==> src/rtl/uart_rx.sv <==
// 8N1 UART receiver: 16x oversampling, start-bit validation, 3-sample
// majority vote at mid-cell, 1-clk valid / frame_err strobes.
module uart_rx #(
  parameter int CLK_HZ     = 50_000_000,
  parameter int BAUD_HZ    = 115_200,
  parameter int OVERSAMPLE = 16
) (
  input  logic       clk,
  input  logic       rst,
  input  logic       rx,
  output logic [7:0] data,
  output logic       valid,
  output logic       frame_err,
  output logic       busy
);

  localparam int DIV_OS = CLK_HZ / (BAUD_HZ * OVERSAMPLE);
  localparam int DIV_W  = (DIV_OS > 1) ? $clog2(DIV_OS) : 1;

  typedef enum logic [1:0] {IDLE, START, DATA, STOP} state_t;

  state_t           state, state_d;
  logic             rx_m, rx_s, rx_d;
  logic             fall;
  logic [DIV_W-1:0] os_div;
  logic             os_tick;
  logic [3:0]       os_cnt;
  logic [1:0]       samp;
  logic             maj;
  logic             decide, wrap;
  logic [7:0]       shift_reg;
  logic [2:0]       bit_idx;
  logic             clr, shift_en, idx_inc, idx_clr, load, err;

  // Synchronizer and edge flops idle high so reset release is not a start edge.
  // NOTE: sequential state uses non-blocking assignments so every flop samples
  // pre-edge values regardless of statement order.
  always_ff @(posedge clk or posedge rst) begin
    if (rst) begin
      rx_m <= 1'b1;
      rx_s <= 1'b1;
      rx_d <= 1'b1;
    end else begin
      rx_m <= rx;
      rx_s <= rx_m;
      rx_d <= rx_s;
    end
  end

  assign fall    = rx_d & ~rx_s;
  assign os_tick = (os_div == DIV_W'(DIV_OS - 1));
  assign decide  = os_tick && (os_cnt == 4'd9);
  assign wrap    = os_tick && (os_cnt == 4'd15);
  // samp holds the samples from ticks 7 and 8; tick 9 is rx_s itself.
  assign maj     = (samp[1] & samp[0]) | (samp[1] & rx_s) | (samp[0] & rx_s);
  assign busy    = (state != IDLE);

  always_ff @(posedge clk or posedge rst) begin
    if (rst) begin
      os_div <= '0;
      os_cnt <= '0;
      samp   <= '0;
    end else if (clr) begin
      os_div <= '0;
      os_cnt <= '0;
      samp   <= '0;
    end else begin
      os_div <= os_tick ? '0 : os_div + 1'b1;
      if (os_tick) begin
        os_cnt <= os_cnt + 4'd1;
        if (os_cnt == 4'd7 || os_cnt == 4'd8)
          samp <= {samp[0], rx_s};
      end
    end
  end

  always_ff @(posedge clk or posedge rst) begin
    if (rst) state <= IDLE;
    else     state <= state_d;
  end

  // NOTE: every output of this block gets a default first, so no path can
  // leave a signal unassigned and infer a latch.
  always_comb begin
    state_d  = state;
    clr      = 1'b0;
    shift_en = 1'b0;
    idx_inc  = 1'b0;
    idx_clr  = 1'b0;
    load     = 1'b0;
    err      = 1'b0;
    unique case (state)
      IDLE: begin
        if (fall) begin
          clr     = 1'b1;
          state_d = START;
        end
      end
      START: begin
        if (decide && maj) begin
          state_d = IDLE;
        end else if (wrap) begin
          idx_clr = 1'b1;
          state_d = DATA;
        end
      end
      DATA: begin
        if (decide) shift_en = 1'b1;
        if (wrap) begin
          if (bit_idx == 3'd7) state_d = STOP;
          else                 idx_inc = 1'b1;
        end
      end
      STOP: begin
        if (decide) begin
          load    = maj;
          err     = ~maj;
          state_d = IDLE;
        end
      end
      default: state_d = IDLE;
    endcase
  end

  always_ff @(posedge clk or posedge rst) begin
    if (rst) begin
      shift_reg <= '0;
      bit_idx   <= '0;
      data      <= '0;
      valid     <= 1'b0;
      frame_err <= 1'b0;
    end else begin
      valid     <= load;
      frame_err <= err;
      if (shift_en) shift_reg <= {maj, shift_reg[7:1]};
      if (idx_clr)      bit_idx <= '0;
      else if (idx_inc) bit_idx <= bit_idx + 3'd1;
      if (load) data <= shift_reg;
    end
  end

endmodule

==> config.mk <==
export PLATFORM = sky130hd
export DESIGN_NAME = uart_rx
export DESIGN_NICKNAME = d
export VERILOG_FILES = /design/src/rtl/uart_rx.sv
export SDC_FILE = /design/constraint.sdc
export NUM_CORES = 1
export LEC_CHECK = 0
export ABC_AREA = 1
export ABC_CLOCK_PERIOD_IN_PS = 1900
export BUFFER_PORTS_ARGS = -buffer_cell sky130_fd_sc_hd__buf_2
export CORE_ASPECT_RATIO = 0.8
export CORE_MARGIN = 5
export CORE_UTILIZATION = 58
export DETAILED_ROUTE_END_ITERATION = 10
export PLACE_DENSITY_LB_ADDON = 0.1
export SYNTH_ARGS = -nofsm -noshare
export SYNTH_HDL_FRONTEND = slang
export SYNTH_SLANG_ARGS = --single-unit
==> constraint.sdc <==
create_clock -name clk -period 1.9 [get_ports clk]
set_input_delay 0 -clock clk [delete_from_list [all_inputs] [get_ports clk]]
set_output_delay 0 -clock clk [all_outputs]
set_load 0.02 [all_outputs]
==> reports/qor.json, run 1 <==
{
  "outcome": {
    "run_status": "finished, final reports clean"
  },
  "worst_setup_path": {
    "critical-path-top-delay-family": "simple AND/OR/NAND/NOR gates",
    "cp_cell_sequence": "inv_1 -> ha_1 -> nand2_1 -> nor2_4 -> buf_4 -> nand2_4 -> nor2_8 -> inv_2 -> nand2_1 -> o21ai_1",
    "timing.critical_path.mode_cell": "sky130_fd_sc_hd__nand2_1",
    "worst_ep_arrival_time_ns": 1.79,
    "crit_fanout": 9,
    "timing.reg2reg.worst_path_depth": 10,
    "reg2reg_launch_point": "os_div[0]",
    "critical_path.slowest_cell": "sky130_fd_sc_hd__dfrtp_1",
    "reg2reg_setup_slack_ns": 0.27,
    "timing_worst_setup_path_type": "reg -> reg",
    "critical_path_sink_type": "flop",
    "critical_path.max_stage_delay_ns": 0.41,
    "worstReg2RegEnd": "shift_reg[6]",
    "cp_buf_inv_count": 3,
    "critical_path_required_ns": 2.06,
    "startpoint_type": "flop"
  },
  "synth": {
    "synth.cells.most_frequent": "sky130_fd_sc_hd__nand2_1 (58), sky130_fd_sc_hd__dfrtp_1 (34), sky130_fd_sc_hd__inv_1 (18)",
    "synth_async_sr_flop_share_pct": 100,
    "synth_top_area_share_pct": 48.2,
    "netlist_instances": 192,
    "synth_sequential_area_ratio_pct": 52.7,
    "ys_top_cells_by_area": "sky130_fd_sc_hd__dfrtp_1 (48%), sky130_fd_sc_hd__nand2_1 (12%), sky130_fd_sc_hd__ha_1 (5.0%), sky130_fd_sc_hd__nand3_1 (4.8%), sky130_fd_sc_hd__dfstp_2 (4.5%)",
    "number_of_flops_mapped_to_enable_cells_by_yosys": 0,
    "yosys.area.top_type": "sky130_fd_sc_hd__dfrtp_1",
    "synth.yosys.warnings": 0,
    "synth-main-ff-cell": "sky130_fd_sc_hd__dfrtp_1",
    "synth.distinct_cells": 27,
    "syn-mean-instance-area_um2": 9.20,
    "synth_fp_nets": 202,
    "yosys.cell_count.top_type": "sky130_fd_sc_hd__nand2_1",
    "post_synth_instance_area_um2": 1770,
    "synthesis_stage_register_bit_count": 37
  },
  "detailed_routing": {
    "drt_pass1_iterations": 4,
    "num_vias": 1311,
    "detailedRoute.firstIterationViolations": 97,
    "finalWirelength_um": 3140,
    "via_per_inst": 5.16,
    "post_drt_wl_per_cell_um": 12.4,
    "remaining_drc_errors": 0,
    "route.antenna.remaining_nets": 0
  },
  "cts": {
    "cts-root-buf": "sky130_fd_sc_hd__clkbuf_8",
    "clock_path_buffers": 2,
    "post_cts_repair_setup_buffers": 0,
    "cts-resized-gates": 0,
    "tritoncts_num_sinks": 37,
    "reg_clk_slew_reported_paths_ns": 0.07,
    "h-tree-depth": 2,
    "cts_tree": "done",
    "clock_latency_ns": 0.28,
    "cts_hold_repair.buffers": 2,
    "cts_made_buffers": 5
  },
  "power": {
    "ir_drop_v": 0.000695,
    "cellLeakagePower_nw": 1.08,
    "design_power_total_mw": 2.12,
    "power_density_nw_per_um2": 1070
  },
  "global_routing": {
    "vias_in_the_first_global_route": 1264,
    "antenna_found_initial": 0,
    "grt-busiest-layer": "met2",
    "overflow": 0,
    "grt_first_pass_wirelength_um": 5590,
    "grt_start_max_net_pins": 38,
    "grt.met2_usage_pct": 27.9,
    "grtUsageMet1_pct": 21.4,
    "track_usage_pct": 17.3,
    "globalRouteMet3Util_pct": 6.95
  },
  "cells_and_area": {
    "n_fill_cell": 215,
    "stdcell_area_um2": 1990,
    "post_layout_nonfiller_instances": 254,
    "design.final.nets": 225,
    "post-route-util_pct": 70.3,
    "layout-drive-gt1-share_pct": 20.4,
    "syn2layout_area_growth_pct": 12.6,
    "antenna-diode-count": 0
  },
  "timing": {
    "fin_ws_ns": 0.267,
    "finalMaxSlewViolations": 0,
    "grt_setup_unrepaired": "no",
    "layout_worst_path_cycle_share_pct": 85.9,
    "achievable-frequency_ghz": 0.612,
    "timing.final.setup_violations": 0,
    "final.setup.tns_ns": 0,
    "clock_skew_ns": 0.00631,
    "tightest_slew_ns": 0.443,
    "max-slew-margin-rel_pct": 70.5,
    "hold_violation_total_from_the_final_report": 0,
    "hold_ws_ns": 0.362,
    "finalWorstPathRequiredPeriod_ns": 1.63
  },
  "die": {
    "initial_utilization_pct": 62.4,
    "top_level_ports": 14,
    "core_area_um2": 2830,
    "floorplan.die_area_um2": 4250,
    "std_cell_rows": 17,
    "fp.dieH_um": 59.3,
    "floorplan.die.width_um": 71.7
  },
  "placed_design": {
    "placed_area_um2": 1880,
    "count_of_buffers_from_port_buffering": 13,
    "numPlacedInstances": 244,
    "pre_cts_slack_ns": 0.306,
    "finalWeightedCongestion": 0.850,
    "place.detailed.hpwl_um": 2360
  },
  "run": {
    "cap_viol_max_count": 0
  },
  "worst_hold_path": {
    "worstHoldPathType": "in -> async"
  }
}
-- logic make-up (layout without fill, tap and decap cells) --
logic type | after synthesis | count (layout) | synth area share (%)
xor+xnor | 1 | 1 | 0.496
simple gates | 98 | 98 | 27.3
flops | 37 | 37 | 52.7
compound gates | 26 | 26 | 8.86
fa+ha+maj | 7 | 7 | 4.96
buf+inv | 23 | 47 | 5.74
-- worst register-to-register path, cell delays in order, from the launching register on --
cell	delay, ns
sky130_fd_sc_hd__dfrtp_1	0.41
sky130_fd_sc_hd__inv_1	0.07
sky130_fd_sc_hd__ha_1	0.14
sky130_fd_sc_hd__nand2_1	0.08
sky130_fd_sc_hd__nor2_4	0.16
sky130_fd_sc_hd__buf_4	0.18
sky130_fd_sc_hd__nand2_4	0.09
sky130_fd_sc_hd__nor2_8	0.15
sky130_fd_sc_hd__inv_2	0.10
sky130_fd_sc_hd__nand2_1	0.08
sky130_fd_sc_hd__o21ai_1	0.07
-- report_power, final --
| group | internal (mW) | switching [mW] |
|---|---|---|
| sequential | 0.893 | 0.103 |
| combinational | 0.204 | 0.378 |
| clock | 0.295 | 0.251 |
| total | 1.39 | 0.732 |
-- routing by layer --
metal	vias up	share of wire [%]	routed length, um
met5	-	0	0
li1	663	-	-
met3	4	5.9	185
met1	608	46	1450
met2	36	47	1470
met4	0	1.2	38
-- placed cells by master, fill, tap and decap left out, drive strengths merged --
cell,Yosys,layout
buf,2,16
and3,1,1
xnor2,1,1
nor2,11,11
nand4,3,3
nand3,19,19
ha,7,7
dfstp,3,3
dlygate4sd3,0,2
inv,21,21
o21a,2,2
o21ai,17,17
clkbuf,0,8
a21oi,6,6
nor3,1,1
dfrtp,34,34
a21o,1,1
nand2,63,63
-- area by class of cell --
class	instances	area, um2	share of cell area [%]
flip-flops and latches	37	930	46.8
multi-input cells	132	734	36.9
repair buffers	18	108	5.41
clock buffers	8	90.1	4.53
inverters	21	78.8	3.96
well taps	38	47.5	2.39
-- how the worst max path moves through the flow --
stage	startpoint	end	slack [ns]	cells after the start
global route	os_div[0]	shift_reg[6]	0.16	10
detailed placement	os_div[0]	bit_idx[2]	0.31	9
CTS	os_div[0]	shift_reg[6]	0.26	10
floorplan	os_div[0]	flop	0.49	10
finish	os_div[0]	shift_reg[6]	0.27	10
global placement	os_div[0]	shift_reg[6]	0.37	10
(Power assumes the default switching activity.)
==> run 2, diff against run 1 <==
--- a/config.mk
+++ b/config.mk
@@ -10,7 +10,7 @@
 export BUFFER_PORTS_ARGS = -buffer_cell sky130_fd_sc_hd__buf_2
 export CORE_ASPECT_RATIO = 0.8
 export CORE_MARGIN = 5
-export CORE_UTILIZATION = 58
+export CORE_UTILIZATION = 45
 export DETAILED_ROUTE_END_ITERATION = 10
 export PLACE_DENSITY_LB_ADDON = 0.1
 export SYNTH_ARGS = -nofsm -noshare
==> run 2 against run 1 <==
Net effect:
- worst setup slack got worse by 0.016 ns
- fmax fell by 0.97%
- sequential power barely moved
- largest power group unchanged
- highest routed layer unchanged
==> reports/qor.json, run 2 (synthesis results as in run 1) <==
{
  "die": {
    "core_area_um2": 3800,
    "top_level_ports": 14,
    "floorplan.die_area_um2": 5280,
    "std_cell_rows": 20,
    "floorplan.die.width_um": 80.0,
    "fp.dieH_um": 66.0,
    "initial_utilization_pct": 46.4
  },
  "worst_hold_path": {
    "worstHoldPathType": "in -> async"
  },
  "worst_setup_path": {
    "critical_path_required_ns": 2.12,
    "startpoint_type": "flop",
    "worst_ep_arrival_time_ns": 1.87,
    "critical_path_sink_type": "flop",
    "reg2reg_launch_point": "os_div[0]",
    "critical-path-top-delay-family": "simple AND/OR/NAND/NOR gates",
    "critical_path.max_stage_delay_ns": 0.41,
    "cp_cell_sequence": "inv_1 -> ha_1 -> nand2_1 -> nor2_4 -> nand3_2 -> buf_4 -> nor2_8 -> nor2_2 -> a21oi_2",
    "timing_worst_setup_path_type": "reg -> reg",
    "cp_buf_inv_count": 2,
    "critical_path.slowest_cell": "sky130_fd_sc_hd__dfrtp_1",
    "worst_setup_path_startpoint": "os_div[0]",
    "crit_fanout": 11
  },
  "cells_and_area": {
    "syn2layout_area_growth_pct": 13.2,
    "layout-drive-gt1-share_pct": 20.9,
    "design.final.nets": 224,
    "most_used_cells_in_the_layout_excluding_fill_and_tap_cells": "sky130_fd_sc_hd__nand2_1 (58), sky130_fd_sc_hd__dfrtp_1 (34), sky130_fd_sc_hd__inv_1 (18)",
    "antenna-diode-count": 0,
    "n_fill_cell": 358,
    "layout.cells.most_common": "sky130_fd_sc_hd__nand2_1",
    "stdcell_area_um2": 2000
  },
  "cts": {
    "cts-root-buf": "sky130_fd_sc_hd__clkbuf_8",
    "cts-resized-gates": 0,
    "cts_made_buffers": 5,
    "reg_clk_slew_reported_paths_ns": 0.07,
    "clock_path_buffers": 2,
    "tritoncts_num_sinks": 37,
    "post_cts_repair_setup_buffers": 0,
    "clock_latency_ns": 0.29,
    "cts_tree": "done",
    "h-tree-depth": 2
  },
  "timing": {
    "layout_worst_path_cycle_share_pct": 86.8,
    "tightest_slew_ns": 0.452,
    "timing.final.setup_violations": 0,
    "clock_skew_ns": 0.00622,
    "final.setup.tns_ns": 0,
    "finalMaxSlewViolations": 0,
    "grt_setup_unrepaired": "no",
    "hold_violation_total_from_the_final_report": 0,
    "achievable-frequency_ghz": 0.607,
    "max-slew-margin-rel_pct": 69.9,
    "hold_ws_ns": 0.341,
    "finalWorstPathRequiredPeriod_ns": 1.65,
    "fin_ws_ns": 0.251
  },
  "placed_design": {
    "finalWeightedCongestion": 0.844,
    "placed_area_um2": 1890,
    "pre_cts_slack_ns": 0.268,
    "place.detailed.hpwl_um": 2240,
    "count_of_buffers_from_port_buffering": 13
  },
  "global_routing": {
    "vias_in_the_first_global_route": 1227,
    "overflow": 0,
    "grt_start_max_net_pins": 38,
    "track_usage_pct": 13.8,
    "grt_first_pass_wirelength_um": 5580,
    "antenna_found_initial": 0
  },
  "detailed_routing": {
    "post_drt_wl_per_cell_um": 11.5,
    "remaining_drc_errors": 0,
    "detailedRoute.firstIterationViolations": 66,
    "drt_pass1_iterations": 4,
    "num_vias": 1282,
    "via_per_inst": 4.75,
    "finalWirelength_um": 3110,
    "route.antenna.remaining_nets": 0
  },
  "power": {
    "power_density_nw_per_um2": 1050,
    "cellLeakagePower_nw": 1.07,
    "ir_drop_v": 0.000573
  },
  "outcome": {
    "run_status": "finished, final reports clean"
  },
  "run": {
    "cap_viol_max_count": 0
  }
}
run 2: area by class of cell:
type	instances	area, um2	area share (%)
inverter	21	78.8	3.94
clock buffer	5	68.8	3.44
sequential	37	930	46.5
tap	55	68.8	3.44
multi-input combinational	132	734	36.8
timing repair buffer	17	100	5.01
clock inverter	3	17.5	0.877
run 2: metal layers:
metal  part of all wire [%]  vias to the layer above  GRT usage [%]
met1                     51                      595           18.7
li1                       -                      661              -
met5                      0                        -              0
met2                     44                       21           20.5
met4                    1.3                        0           6.33
met3                    4.0                        5           3.81
run 2: stage by stage:
step           power, mW  instances  util (%)
2_1_floorplan       1.46        192         -
3_3_place_gp        1.56        260      49.7
3_5_place_dp        1.58        260      49.7
4_1_cts             2.12        270      52.5
5_1_grt             2.25        270      52.5
6_report            2.10        270      52.5
run 2: worst min-delay path, cell delays in order:
cell,delay (ns)
sky130_fd_sc_hd__dlygate4sd3_1,0.53
sky130_fd_sc_hd__buf_2,0.11
sky130_fd_sc_hd__inv_1,0.04
sky130_fd_sc_hd__buf_4,0.38
run 2: path summary, 6_finish.rpt:
| check | cells after the start | endpoint | slack (ns) |
|---|---|---|---|
| min reg2reg | 0 | rx_s | 0.36 |
| min | 4 | samp[0] | 0.34 |
| min in group clk | 2 | rx_m | 0.35 |
| max reg2reg | 9 | data[7] | 0.25 |
| max in group asynchronous | 4 | rx_d | 1.22 |
| max | 9 | data[7] | 0.25 |
run 2: timing repair:
item | CTS | global route
endpoints found under the setup margin | 0 | 0
hold endpoints to repair | 35 | 0
hold buffers | 2 | 0
run 2: power by group:
part / total (mW) / internal (mW) / switching (mW)
sequential: 0.994 / 0.892 / 0.102
combinational: 0.569 / 0.203 / 0.366
clock: 0.535 / 0.253 / 0.282
